<file path="src/rtl/seven_seg_pkg.sv">
// Shared definitions for the seven-segment scan controller: active-low glyphs and FSM states.
package seven_seg_pkg;

    localparam logic [6:0] SEG_BLANK = 7'h7F;

    // Bit 0 = segment a ... bit 6 = segment g, low = lit.
    localparam logic [6:0] GLYPH [16] = '{
        7'h40, 7'h79, 7'h24, 7'h30, 7'h19, 7'h12, 7'h02, 7'h78,
        7'h00, 7'h10, 7'h08, 7'h03, 7'h46, 7'h21, 7'h06, 7'h0E
    };

    typedef enum logic {
        ST_IDLE = 1'b0,
        ST_SCAN = 1'b1
    } state_t;

endpackage

</file>
<file path="src/rtl/seven_segment_decoder.sv">
// Combinational 4-bit value to active-low seven-segment pattern (hex glyphs).
module seven_segment_decoder
    import seven_seg_pkg::*;
(
    input  logic [3:0] value,
    output logic [6:0] seg
);

    assign seg = GLYPH[value];

endmodule

</file>
<file path="src/rtl/seven_segment_scan_controller.sv">
// Multiplexed seven-segment scanner with per-frame input snapshot, leading-zero blanking,
// blink, PWM brightness and a one-clock anode dead time at the start of every slot.
module seven_segment_scan_controller
    import seven_seg_pkg::*;
#(
    parameter int NUM_DIGITS   = 4,
    parameter int CLK_DIV      = 100000,
    parameter int BRIGHT_BITS  = 3,
    parameter int BLINK_FRAMES = 64
) (
    input  logic                    clk,
    input  logic                    reset,
    input  logic                    enable,
    input  logic [4*NUM_DIGITS-1:0] digits,
    input  logic [NUM_DIGITS-1:0]   dp_mask,
    input  logic [NUM_DIGITS-1:0]   blink_mask,
    input  logic                    blank_lz,
    input  logic [BRIGHT_BITS-1:0]  brightness,
    output logic [6:0]              seg_n,
    output logic                    dp_n,
    output logic [NUM_DIGITS-1:0]   an_n,
    output logic                    frame_start
);

    localparam int PW = $clog2(CLK_DIV);
    localparam int IW = $clog2(NUM_DIGITS);
    localparam int BW = $clog2(BLINK_FRAMES + 1);
    localparam logic [PW-1:0] PRESC_LAST = PW'(CLK_DIV - 1);
    localparam logic [IW-1:0] IDX_LAST   = IW'(NUM_DIGITS - 1);
    localparam logic [BW-1:0] BLINK_LAST = BW'(BLINK_FRAMES - 1);

    state_t                   state;
    logic [PW-1:0]            presc;
    logic [IW-1:0]            idx;
    logic [BRIGHT_BITS-1:0]   pwm_cnt;
    logic [BW-1:0]            blink_cnt;
    logic                     blink_on;

    logic [4*NUM_DIGITS-1:0]  snap_digits;
    logic [NUM_DIGITS-1:0]    snap_dp;
    logic [NUM_DIGITS-1:0]    snap_blink;
    logic                     snap_lz;

    logic [3:0]               cur_val;
    logic                     cur_dp;
    logic                     cur_blink;
    logic                     cur_blank;
    logic                     higher_zero;
    logic [6:0]               dec_seg;
    logic                     blink_off;
    logic [6:0]               seg_next;
    logic                     dp_next;
    logic [NUM_DIGITS-1:0]    an_next;
    logic                     slot_tick;

    assign slot_tick = (presc == PRESC_LAST);

    // Walk from the most significant digit down so higher_zero covers digit i and everything above it.
    always_comb begin
        cur_val     = '0;
        cur_dp      = 1'b0;
        cur_blink   = 1'b0;
        cur_blank   = 1'b0;
        higher_zero = 1'b1;
        for (int i = NUM_DIGITS - 1; i >= 0; i--) begin
            higher_zero = higher_zero & (snap_digits[i*4 +: 4] == 4'd0);
            if (idx == IW'(i)) begin
                cur_val   = snap_digits[i*4 +: 4];
                cur_dp    = snap_dp[i];
                cur_blink = snap_blink[i];
                cur_blank = snap_lz && higher_zero && (i != 0);
            end
        end
    end

    seven_segment_decoder u_decoder (
        .value (cur_val),
        .seg   (dec_seg)
    );

    always_comb begin
        blink_off = cur_blink && !blink_on;
        seg_next  = (cur_blank || blink_off) ? SEG_BLANK : dec_seg;
        dp_next   = !(cur_dp && !blink_off);
        an_next   = '1;
        if (presc != '0 && pwm_cnt <= brightness) begin
            an_next[idx] = 1'b0;
        end
    end

    always_ff @(posedge clk or posedge reset) begin
        if (reset) begin
            state       <= ST_IDLE;
            presc       <= '0;
            idx         <= '0;
            pwm_cnt     <= '0;
            blink_cnt   <= '0;
            blink_on    <= 1'b1;
            snap_digits <= '0;
            snap_dp     <= '0;
            snap_blink  <= '0;
            snap_lz     <= 1'b0;
            seg_n       <= SEG_BLANK;
            dp_n        <= 1'b1;
            an_n        <= '1;
            frame_start <= 1'b0;
        end else begin
            frame_start <= 1'b0;
            if (state == ST_SCAN && enable) begin
                seg_n   <= seg_next;
                dp_n    <= dp_next;
                an_n    <= an_next;
                pwm_cnt <= pwm_cnt + 1'b1;
                if (slot_tick) begin
                    presc <= '0;
                    if (idx == IDX_LAST) begin
                        idx         <= '0;
                        frame_start <= 1'b1;
                        snap_digits <= digits;
                        snap_dp     <= dp_mask;
                        snap_blink  <= blink_mask;
                        snap_lz     <= blank_lz;
                        if (blink_cnt == BLINK_LAST) begin
                            blink_cnt <= '0;
                            blink_on  <= ~blink_on;
                        end else begin
                            blink_cnt <= blink_cnt + 1'b1;
                        end
                    end else begin
                        idx <= idx + 1'b1;
                    end
                end else begin
                    presc <= presc + 1'b1;
                end
            end else begin
                // Idle, or the first clock after enable drops: everything parks dark at zero.
                state     <= enable ? ST_SCAN : ST_IDLE;
                presc     <= '0;
                idx       <= '0;
                pwm_cnt   <= '0;
                blink_cnt <= '0;
                blink_on  <= 1'b1;
                seg_n     <= SEG_BLANK;
                dp_n      <= 1'b1;
                an_n      <= '1;
                if (enable) begin
                    snap_digits <= digits;
                    snap_dp     <= dp_mask;
                    snap_blink  <= blink_mask;
                    snap_lz     <= blank_lz;
                end
            end
        end
    end

endmodule

</file>
<file path="config.mk">
export PLATFORM = sky130hd
export DESIGN_NAME = seven_segment_scan_controller
export DESIGN_NICKNAME = d
export VERILOG_FILES = /design/src/rtl/seven_seg_pkg.sv /design/src/rtl/seven_segment_decoder.sv /design/src/rtl/seven_segment_scan_controller.sv
export SDC_FILE = /design/constraint.sdc
export NUM_CORES = 1
export LEC_CHECK = 0
export CAP_MARGIN = 10
export CORE_MARGIN = 2
export CORE_UTILIZATION = 40
export CTS_BUF_LIST = sky130_fd_sc_hd__clkbuf_16
export CTS_CLUSTER_DIAMETER = 80
export CTS_CLUSTER_SIZE = 10
export DETAILED_ROUTE_END_ITERATION = 8
export PLACE_DENSITY = 0.64
export REMOVE_ABC_BUFFERS = 1
export SLEW_MARGIN = 20
export SYNTH_ARGS = -nofsm -noshare
export SYNTH_HDL_FRONTEND = slang
export SYNTH_SLANG_ARGS = --single-unit
</file>
<file path="constraint.sdc">
create_clock -name clk -period 4.36 [get_ports clk]
set_input_delay 0.872 -clock clk [delete_from_list [all_inputs] [get_ports clk]]
set_output_delay 0.872 -clock clk [all_outputs]
set_load 0.01 [all_outputs]
</file>
==> impl_metrics.csv <==
group,metric,value,unit
outcome,status,"complete, no violations",
synthesis,netlist_instances,329,
worst_setup_path,path_depth,9,
floorplan,coreArea,0.008721,mm2
route,wl_met1,3608,um
sta,post-route-period-util,62.52,%
grt,grt_pass1_vias,2609,
worst_setup_path,cp.arrival,2.96,ns
worst_setup_path,slowest_delay,0.60,ns
sta,fin_crit,2.726,ns
floorplan,io_pins,44,
worst_setup_path,path_delay_family,"compound AO/OA/AOI/OAI gates",
placed_design,gp_routability_congestion,0.8012,
pwr,p_per_area,368.1,mW/mm2
finish,drive_above_1_share,14.55,%
route,first_pass_iters,4,
clock_tree,clk_latency,0.32,ns
route,drtAntennaViolNets,0,
clock_tree,cts_resized,0,
floorplan,die-width,98.88,um
synthesis,ys.flop_type,"dfrtp_1",
hold_path,hold_depth,1,
grt,grt_pass1_wl,12790,um
synthesis,synth_top_cell_area_share,38.92,%
hold_path,worstHoldPathType,"reg2reg",
grt,grt_usage,16.28,%
worst_setup_path,worstRegToRegCells,9,
worst_setup_path,worst_ep_required_time,4.59,ns
finish,stdcell_count,486,
worst_setup_path,worstPathMaxFanout,17,
floorplan,die_h,98.88,um
clock_tree,cts_inserted_buffers,9,
sta,timing.hold.ws,0.4816,ns
synthesis,async_reset_ff_share,100.0,%
floorplan,rows,34,
synthesis,syn_area,0.003601,mm2
grt,antenna_found_initial,0,
sta,final.setup.tns,0,ns
pwr,ir_worst_vdd,176.1,uV
sta,slew_violations,0,
worst_setup_path,critPathLaunchType,"flop",
sta,worst_pin_slew,0.9126,ns
clock_tree,cts_sinks,69,
route,via_count,2539,
clock_tree,cts_max_path_buffers,2,
synthesis,ys_seq_area_share,48.40,%
sta,finClkSkew,0.007812,ns
floorplan,initial_utilization,41.29,%
sta,max_freq,366.8,MHz
route,wl_met2,3274,um
synthesis,synth.avg_cell_area,10.95,um2
sta,hold_viol_final,0,
finish,finalInstanceArea,0.004384,mm2
floorplan,dieArea,0.009777,mm2
grt,grt_overflow,0,
hold_path,worstHoldEndpoint,"pwm_cnt[0]",
sta,rsz0062_at_grt,"false",
synthesis,synth_edf_count,0,
finish,antenna_cells,0,
placed_design,dp_cells,470,
synthesis,synth-seq-cells,69,
route,routed_wl,7222,um
synthesis,synthTopCellsByArea,"dfrtp_1 39%, dfstp_2 9.5%, mux2_4 8.3%, ha_1 5.9%, nor2_1 3.3%",
finish,final_nets,421,
clock_tree,cts_tree,"built",
sta,slew_headroom,38.38,%
clock_tree,clockRootBuffer,"clkbuf_16",
worst_setup_path,path_class,"reg2reg",
clock_tree,h-tree-depth,3,
grt,grt_start_max_net_pins,53,
clock_tree,clk_pin_slew_worst_paths,0.05,ns
route,wl_met3,274,um
placed_design,placed_area,0.004104,mm2
synthesis,yosysUniqueCellTypes,50,
worst_setup_path,endpoint_kind,"flop",
worst_setup_path,crit_buf_inv,2,
finish,syn_to_final_growth,21.75,%
pwr,p_leak,0.001888,uW
worst_setup_path,r2r_slack,1.63,ns
placed_design,dpl.hpwl,4962,um
sta,finalSetupViolCount,0,
synthesis,yosys.area.top_type,"dfrtp_1",
clock_tree,hold_buffers,0,
worst_setup_path,crit_slowest_cell,"a221oi_1",
worst_setup_path,reg2reg_to,"seg_n[3]",
worst_setup_path,crit_chain,"inv_1 -> ha_1 -> a211oi_1 -> a221oi_1 -> inv_1 -> ha_1 -> nor2_1 -> a211oi_1 -> o21ai_0",
job,cap_viol_max_count,0,
synthesis,yosys_warnings,0,
worst_setup_path,r2r-start,"idx[0]",
route,top_layer,"met4",
pwr,finalPower,1614,uW
route,drc,0,
hold_path,min_from,"pwm_cnt[0]",
route,viasPerCell,5.224,
route,avgRoutedWirePerCell,14.86,um
placed_design,io_buffers,43,
route,dr.first_iter.drc_count,148,
clock_tree,post_cts.repair.setup_buffers,0,
[registers in the layout, summed over array words and instances, names as in the netlist]
signal	flops
snap_dp	4
state	1
seg_n	7
presc	17
blink_cnt	7
pwm_cnt	3
snap_blink	4
snap_lz	1
dp_n	1
idx	2
an_n	4
blink_on	1
frame_start	1
snap_digits	16
[cells in the final DEF (no fill, tap or decap), types with 4 or more instances in the layout]
cell             instances
and3_1                   7
clkbuf_16                9
ha_1                    17
a211oi_1                 4
mux2_1                   5
mux2_4                  20
nor2b_1                  7
nor3b_1                  5
dfrtp_1                 56
nand2_1                 28
o221ai_1                 4
o21ai_0                  6
a21oi_1                  8
dfstp_2                 13
xor2_1                   8
nor3_1                  10
nor2_1                  32
inv_1                   21
xnor2_1                 10
clkdlybuf4s50_1         43
nand3_1                 11
buf_4                    4
[metal layers]
layer | track usage, % | vias to the layer above
met5 | 0 | -
met4 | 5.058 | 0
met3 | 3.546 | 7
met2 | 24.58 | 46
met1 | 23.49 | 1237
li1 | - | 1249
[synthesized netlist by cell type, types with 2 or more instances]
cell and n:
a211oi_1 4, a21oi_1 8, a221oi_1 3, and3_1 7, buf_12 2, clkbuf_1 11, dfrtp_1 56, dfstp_2 13
ha_1 17, inv_1 18, mux2_1 5, mux2_4 20, mux2i_1 3, nand2_1 28, nand3_1 11, nand3b_1 3
nand4_1 2, nor2_1 32, nor2b_1 7, nor3_1 10, nor3b_1 5, nor4_1 3, o211ai_1 3, o21ai_0 6
o221ai_1 4, o31ai_1 3, o41ai_1 2, or2_2 3, or4_1 3, xnor2_1 10, xor2_1 8
[per-stage QoR]
step,setup WS [ns],util [%]
after floorplan,1.770,-
after global placement,1.726,47.06
after detailed placement,1.604,47.06
after CTS,1.607,50.26
after global routing,1.220,50.27
final,1.634,50.27
[power breakdown]
part           total [uW]  internal [uW]  switching [uW]
Clock                 686            431             255
Sequential            724            691            33.1
Combinational         204            115            89.1
Total                1610           1240             377
[how the worst max path moves through the flow]
stage | startpoint | endpoint
finish | idx[0] | seg_n[3]
detailed placement | idx[0] | seg_n[3]
global route | idx[0] | seg_n[3]
floorplan | reset | blink_cnt[0]
global placement | brightness[1] | an_n[2]
CTS | idx[0] | seg_n[3]
[final cells by class]
cell class	instances	area (um2)
Timing Repair Buffer	47	460.4
Sequential cell	69	1743
Clock buffer	9	225.2
Clock inverter	7	53.80
Tap cell	108	135.1
Fill cell	793	4337
Inverter	18	68.82
Multi-Input combinational cell	228	1698
[logic make-up after synthesis]
group / synth area share [%]
and+or+nand+nor: 17.72
buffers and inverters: 4.447
AOI/OAI and AO/OA: 8.409
DFF: 48.40
xor gates and xnor gates: 4.378
adders and majority gates: 5.907
muxes: 10.74
Note: power is estimated with default switching activity, not from simulation.
